==> config.mk <==
export PLATFORM = sky130hd
export DESIGN_NAME = memory_stage
export DESIGN_NICKNAME = d
export VERILOG_FILES = /design/src/rtl/memory_stage.sv
export SDC_FILE = /design/constraint.sdc
export NUM_CORES = 1
export LEC_CHECK = 0
export BUFFER_PORTS_ARGS = -buffer_cell sky130_fd_sc_hd__buf_2
export CAP_MARGIN = 20
export CELL_PAD_IN_SITES_DETAIL_PLACEMENT = 1
export CELL_PAD_IN_SITES_GLOBAL_PLACEMENT = 1
export CORE_ASPECT_RATIO = 2
export CORE_MARGIN = 4
export CORE_UTILIZATION = 38
export CTS_BUF_LIST = sky130_fd_sc_hd__clkbuf_4
export DETAILED_ROUTE_END_ITERATION = 12
export GPL_TIMING_DRIVEN = 0
export HOLD_SLACK_MARGIN = 0.02
export PLACE_DENSITY = 0.89
export SYNTH_ARGS = -nofsm -noshare
export SYNTH_HDL_FRONTEND = slang
export SYNTH_SLANG_ARGS = --single-unit
==> constraint.sdc <==
create_clock -name clk -period 6.2 [get_ports clk]
set_input_delay 0.62 -clock clk [delete_from_list [all_inputs] [get_ports clk]]
set_output_delay 0.62 -clock clk [all_outputs]
set_load 0.02 [all_outputs]
==> src/rtl/memory_stage.sv <==
// -----------------------------------------------------------------------------
// memory_stage
//
// Memory stage of the pipelined MIPS core. It holds the EX/MEM pipeline
// register and runs a req/ack handshake toward data memory for loads and
// stores. While an access is outstanding it stalls the front of the pipeline.
// It also holds the MEM/WB register and selects the writeback result.
//
// Optional feature macro: MEM_ALIGN_CHECK_EN
//   When defined, a load or store whose address has bits [1:0] != 0 issues no
//   request and completes in the same cycle. The store is dropped and the load
//   writes back 0. The sticky misalign_err output is then present.
//   When undefined, misalign_err does not exist and the address is passed
//   through unchecked.
//
// Parameters
//   TIMEOUT     wait-state cycles allowed before an access is abandoned (>= 1)
//
// Ports
//   clk, rst                  clock; asynchronous active-high reset
//   RegWriteE, MemWriteE,
//   MemtoRegE, WriteRegE,
//   ALUOutE, WriteDataE,
//   PCPlus4E                  control and results from execute
//   ALUOutM, WriteRegM,
//   RegWriteM, MemtoRegM      EX/MEM contents (forwarding and hazard unit)
//   StallM                    access outstanding; F/D/E must freeze
//   dmem_req, dmem_we,
//   dmem_addr, dmem_wdata     request toward data memory
//   dmem_rdata, dmem_ack      response from data memory
//   RegWriteW, WriteRegW,
//   ResultW                   MEM/WB writeback
//   bus_err                   sticky access-timeout flag
//   misalign_err              sticky misaligned-access flag (macro builds only)
// -----------------------------------------------------------------------------
module memory_stage #(
  parameter int TIMEOUT = 16
) (
  input  logic        clk,
  input  logic        rst,
  input  logic        RegWriteE,
  input  logic        MemWriteE,
  input  logic [1:0]  MemtoRegE,
  input  logic [4:0]  WriteRegE,
  input  logic [31:0] ALUOutE,
  input  logic [31:0] WriteDataE,
  input  logic [31:0] PCPlus4E,
  output logic [31:0] ALUOutM,
  output logic [4:0]  WriteRegM,
  output logic        RegWriteM,
  output logic [1:0]  MemtoRegM,
  output logic        StallM,
  output logic        dmem_req,
  output logic        dmem_we,
  output logic [31:0] dmem_addr,
  output logic [31:0] dmem_wdata,
  input  logic [31:0] dmem_rdata,
  input  logic        dmem_ack,
  output logic        RegWriteW,
  output logic [4:0]  WriteRegW,
  output logic [31:0] ResultW,
  output logic        bus_err
`ifdef MEM_ALIGN_CHECK_EN
  ,
  output logic        misalign_err
`endif
);

  localparam logic [0:0] S_IDLE = 1'b0;
  localparam logic [0:0] S_WAIT = 1'b1;

  // The counter only ever has to reach TIMEOUT-1.
  localparam int CW = (TIMEOUT > 1) ? $clog2(TIMEOUT) : 1;
  localparam logic [CW-1:0] CNT_LAST = CW'(TIMEOUT - 1);

  localparam logic [31:0] TIMEOUT_DATA = 32'hDEAD_BEEF;

  // EX/MEM register
  logic        r_regwrite_m;
  logic        r_memwrite_m;
  logic [1:0]  r_memtoreg_m;
  logic [4:0]  r_writereg_m;
  logic [31:0] r_aluout_m;
  logic [31:0] r_writedata_m;
  logic [31:0] r_pcplus4_m;

  // Handshake FSM
  logic [0:0]    r_state;
  logic [CW-1:0] r_cnt;
  logic          r_bus_err;

  // MEM/WB register
  logic        r_regwrite_w;
  logic [1:0]  r_memtoreg_w;
  logic [4:0]  r_writereg_w;
  logic [31:0] r_aluout_w;
  logic [31:0] r_readdata_w;
  logic [31:0] r_pcplus4_w;

  logic        w_memop;
  logic        w_misalign;
  logic        w_req;
  logic        w_ack;
  logic        w_timeout;
  logic        w_complete;
  logic        w_stall;
  logic [31:0] w_load_data;

  assign w_memop = r_memwrite_m | (r_memtoreg_m == 2'b01);

`ifdef MEM_ALIGN_CHECK_EN
  logic r_misalign_err;
  assign w_misalign   = w_memop & (r_aluout_m[1:0] != 2'b00);
  assign misalign_err = r_misalign_err;

  always_ff @(posedge clk or posedge rst) begin
    if (rst) begin
      r_misalign_err <= 1'b0;
    end else if (w_misalign) begin
      r_misalign_err <= 1'b1;
    end
  end
`else
  assign w_misalign = 1'b0;
`endif

  // In WAIT the EX/MEM register is frozen on the memory op, so the request
  // stays up. A misaligned op never reaches the bus.
  assign w_req      = (r_state == S_WAIT) | (w_memop & ~w_misalign);
  assign w_ack      = w_req & dmem_ack;
  // Fires in the TIMEOUT-th wait cycle, which makes the stall exactly TIMEOUT
  // cycles long (the completing cycle itself does not stall).
  assign w_timeout  = (r_state == S_WAIT) & ~dmem_ack & (r_cnt == CNT_LAST);
  assign w_complete = w_ack | w_timeout | w_misalign;
  assign w_stall    = w_memop & ~w_complete;

  assign w_load_data = w_timeout  ? TIMEOUT_DATA :
                       w_misalign ? 32'd0        : dmem_rdata;

  assign dmem_req   = w_req;
  assign dmem_we    = r_memwrite_m & w_req;
  assign dmem_addr  = r_aluout_m;
  assign dmem_wdata = r_writedata_m;
  assign StallM     = w_stall;
  assign bus_err    = r_bus_err;

  assign ALUOutM   = r_aluout_m;
  assign WriteRegM = r_writereg_m;
  assign RegWriteM = r_regwrite_m;
  assign MemtoRegM = r_memtoreg_m;

  assign RegWriteW = r_regwrite_w;
  assign WriteRegW = r_writereg_w;

  always_comb begin
    ResultW = r_aluout_w;
    case (r_memtoreg_w)
      2'b01:   ResultW = r_readdata_w;
      2'b10:   ResultW = r_pcplus4_w;
      default: ResultW = r_aluout_w;
    endcase
  end

  // EX/MEM register: holds while the current access is outstanding.
  always_ff @(posedge clk or posedge rst) begin
    if (rst) begin
      r_regwrite_m  <= 1'b0;
      r_memwrite_m  <= 1'b0;
      r_memtoreg_m  <= 2'b00;
      r_writereg_m  <= 5'd0;
      r_aluout_m    <= 32'd0;
      r_writedata_m <= 32'd0;
      r_pcplus4_m   <= 32'd0;
    end else if (!w_stall) begin
      r_regwrite_m  <= RegWriteE;
      r_memwrite_m  <= MemWriteE;
      r_memtoreg_m  <= MemtoRegE;
      r_writereg_m  <= WriteRegE;
      r_aluout_m    <= ALUOutE;
      r_writedata_m <= WriteDataE;
      r_pcplus4_m   <= PCPlus4E;
    end
  end

  // Handshake FSM and sticky timeout flag.
  always_ff @(posedge clk or posedge rst) begin
    if (rst) begin
      r_state   <= S_IDLE;
      r_cnt     <= '0;
      r_bus_err <= 1'b0;
    end else begin
      case (r_state)
        S_IDLE: begin
          if (w_req && !dmem_ack) begin
            r_state <= S_WAIT;
            r_cnt   <= '0;
          end
        end
        S_WAIT: begin
          if (w_complete) begin
            r_state <= S_IDLE;
          end else begin
            r_cnt <= r_cnt + CW'(1);
          end
        end
        default: r_state <= S_IDLE;
      endcase
      if (w_timeout) begin
        r_bus_err <= 1'b1;
      end
    end
  end

  // MEM/WB register: a stalled cycle inserts a bubble so the instruction
  // stuck in MEM is written back exactly once, on its completing cycle.
  always_ff @(posedge clk or posedge rst) begin
    if (rst) begin
      r_regwrite_w <= 1'b0;
      r_memtoreg_w <= 2'b00;
      r_writereg_w <= 5'd0;
      r_aluout_w   <= 32'd0;
      r_readdata_w <= 32'd0;
      r_pcplus4_w  <= 32'd0;
    end else begin
      r_regwrite_w <= r_regwrite_m & ~w_stall;
      if (!w_stall) begin
        r_memtoreg_w <= r_memtoreg_m;
        r_writereg_w <= r_writereg_m;
        r_aluout_w   <= r_aluout_m;
        r_readdata_w <= w_load_data;
        r_pcplus4_w  <= r_pcplus4_m;
      end
    end
  end

endmodule

==> impl_metrics.tcl <==
set metrics [dict create \
    ant_nets 0 \
    htree_levels 2 \
    min_path_type "in -> reg" \
    worst_hold_slack_ns 0.157 \
    io-pin-count 286 \
    worst_pin_slew_ns 0.692 \
    final.min_clock_period_ns 3.62 \
    first_iter_violations 303 \
    ir_drop_uv 164 \
    root_buffer "clkbuf_4" \
    status "finished, final reports clean" \
    p_leak_nw 5.82 \
    synthesis.nets 864 \
    portBuffers 284 \
    synthCells 721 \
    fin_nets 1207 \
    yosysTopAreaCell "dfrtp_1" \
    grt_max_degree 45 \
    timing.final.crit_share_pct 58.5 \
    synth.yosys.seq_area_share_pct 56.5 \
    cp_cell_sequence "ha_1 > clkbuf_1 > clkbuf_1 > nand2_1 > o21ai_0 > buf_2" \
    yosys_warnings 0 \
    synthTopCellsByArea "dfrtp_1 (57%), mux2_2 (13%), mux2_4 (7.9%)" \
    slew_violations 0 \
    ys_seq_elements 215 \
    arrival_ns 3.00 \
    drc 0 \
    final_critical_path_setup_slack_ns 2.58 \
    stdcell_area_um2 12100 \
    fp.dieW_um 120 \
    fp.coreArea_um2 24500 \
    final_cells 1435 \
    endpoint_kind "primary output" \
    grt_overflow 0 \
    cts.sinks 215 \
    post_drt_wl_per_cell_um 21.6 \
    rsz0062_at_grt "false" \
    crit_top_cell "clkbuf_1" \
    rows 81 \
    fin_util_pct 49.3 \
    fmax_mhz 276 \
    fill_cells 2743 \
    grt_usage_pct 22.0 \
    worstSetupPathType "reg -> out" \
    start_util_pct 38.8 \
    postPlaceCellArea_um2 11500 \
    dp_slack_ns 3.27 \
    finalWeightedCongestion 0.844 \
    syn_avg_cell_area_um2 13.2 \
    crit_path_start_kind "flop" \
    path_clk_slew_ns 0.07 \
    fp.dieH_um 232 \
    die-area_um2 27800 \
    power_density_nw_per_um2 350 \
    place_inst 1342 \
    drt_pre_antenna_iters 4 \
    routed_wl_um 30900 \
    skew_ns 0.0304 \
    synthDistinctLibCells 36 \
    cts_tree "built" \
    reg2reg_slack_ns 3.97 \
    antenna_found_initial 2 \
    yosys.area.top_type_share_pct 56.5 \
    clockBufferDepth 3 \
    tns_ns 0 \
    required_ns 5.58 \
    clk_latency_ns 0.69 \
    drive_gt1_share_pct 52.5 \
    critPathBufInv 3 \
    finalSetupViolCount 0 \
    grt_pass1_vias 8217 \
    cp_max_fo 10 \
    worst_path_max_delay_cell "clkbuf_1" \
    finalPower_mw 4.24 \
    max_cap_viol_count 0 \
    synth_area_um2 9520 \
    dp_hpwl_um 23900 \
    vias_per_cell 5.08 \
    synthToLayoutAreaGrowth_pct 27.2 \
    cts_buffers 51 \
    grt_pass1_wl_um 47100 \
    vias 7287 \
    crit_path_max_incr_delay_ns 0.53 \
    cp_top_family "buffers and inverters" \
    finalHoldViolCount 0 \
    relSlewSlack_pct 53.7 \
]
## sequential cells by signal (all words and copies together) (netlist names)
signal,cells
ALUOutM,32
MemtoRegM,2
RegWriteM,1
RegWriteW,1
WriteRegM,5
WriteRegW,5
bus_err,1
dmem_wdata,32
r_aluout_w,32
r_cnt,4
r_memtoreg_w,2
r_memwrite_m,1
r_pcplus4_m,32
r_pcplus4_w,32
r_readdata_w,32
r_state,1
## cells in the final DEF (no fill, tap or decap), types with 15 or more instances in the layout
cell type  instances
buf_2            297
dfrtp_1          215
mux2_2           106
clkbuf_4          69
o211ai_1          56
mux2_4            50
nand2_1           37
o21ai_0           34
a22oi_1           32
buf_4             32
inv_1             27
clkbuf_1          24
mux2_1            17
clkinv_1          15
## cell families (layout without fill, tap and decap cells)
family	after synthesis	in the layout	synth area share, %
adders and majority gates	3	3	0.394
DFF	215	215	56.5
buffers and inverters	114	494	6.56
other	0	2	0
AOI/OAI and AO/OA	153	153	11.0
muxes	173	173	22.4
and+or+nand+nor	63	63	3.08
## layout make-up
class | count | area [um^2] | area share, %
Sequential cell | 215 | 5380 | 44.5
Multi-Input combinational cell | 392 | 3510 | 29.0
Timing Repair Buffer | 290 | 1530 | 12.7
Clock buffer | 69 | 518 | 4.28
Buffer | 83 | 508 | 4.20
Tap cell | 332 | 415 | 3.43
Inverter | 31 | 120 | 0.992
Clock inverter | 21 | 113 | 0.930
Antenna cell | 2 | 5.00 | 0.0414
## what timing repair did
action                    4_1_cts  5_1_grt
setup buffers                   0        0
resized for setup               0        0
hold endpoints to repair       27        0
hold buffers                    1        0
## worst reg2reg max path, stage by stage, from the launching register on
cell,delay (ns)
dfrtp_1,0.42
ha_1,0.29
nand4_1,0.21
o211ai_4,0.20
inv_2,0.22
buf_6,0.22
buf_6,0.20
mux2_1,0.35
## path summary, 6_finish.rpt
check                             endpoint             from  cells after the start
min                        r_pcplus4_m[18]     PCPlus4E[18]                      2
min reg2reg                        bus_err          bus_err                      1
max in group asynchronous     WriteRegM[3]              rst                      5
min in group asynchronous  r_pcplus4_w[16]              rst                      3
max reg2reg                 r_pcplus4_m[0]         r_cnt[0]                      7
max                            ResultW[20]  r_memtoreg_w[1]                      6
## layer usage
metal | part of all wire [%] | vias up | track usage [%]
met4 | 7.0 | 0 | 15.5
met3 | 5.8 | 95 | 5.19
li1 | - | 3256 | -
met2 | 54 | 285 | 40.1
met1 | 33 | 3651 | 21.5
met5 | 0 | - | 0
## where the power goes
part,switching [mW],internal [mW]
combinational,0.774,0.517
clock,0.592,0.561
sequential,0.166,1.63
total,1.53,2.70
## synthesized netlist by cell type
master,count
a211o_1,1
a21oi_1,12
and3_1,3
clkinv_1,2
a31oi_1,8
nand2_1,37
mux2_4,50
ha_1,3
o211ai_1,56
nand4_1,1
mux2_2,106
nand2b_1,2
or3_1,1
nor2_1,5
a22o_1,2
mux2_1,17
a41oi_1,1
nand4b_1,2
buf_4,32
clkbuf_1,24
a21boi_0,2
buf_1,6
inv_2,1
o22a_1,1
buf_2,13
o21ai_0,34
o211a_1,1
o211ai_4,1
dfrtp_1,215
and2_1,9
nor3_1,1
inv_1,28
buf_6,8
a21o_1,2
nor2b_1,2
a22oi_1,32
(Power assumes the default switching activity.)
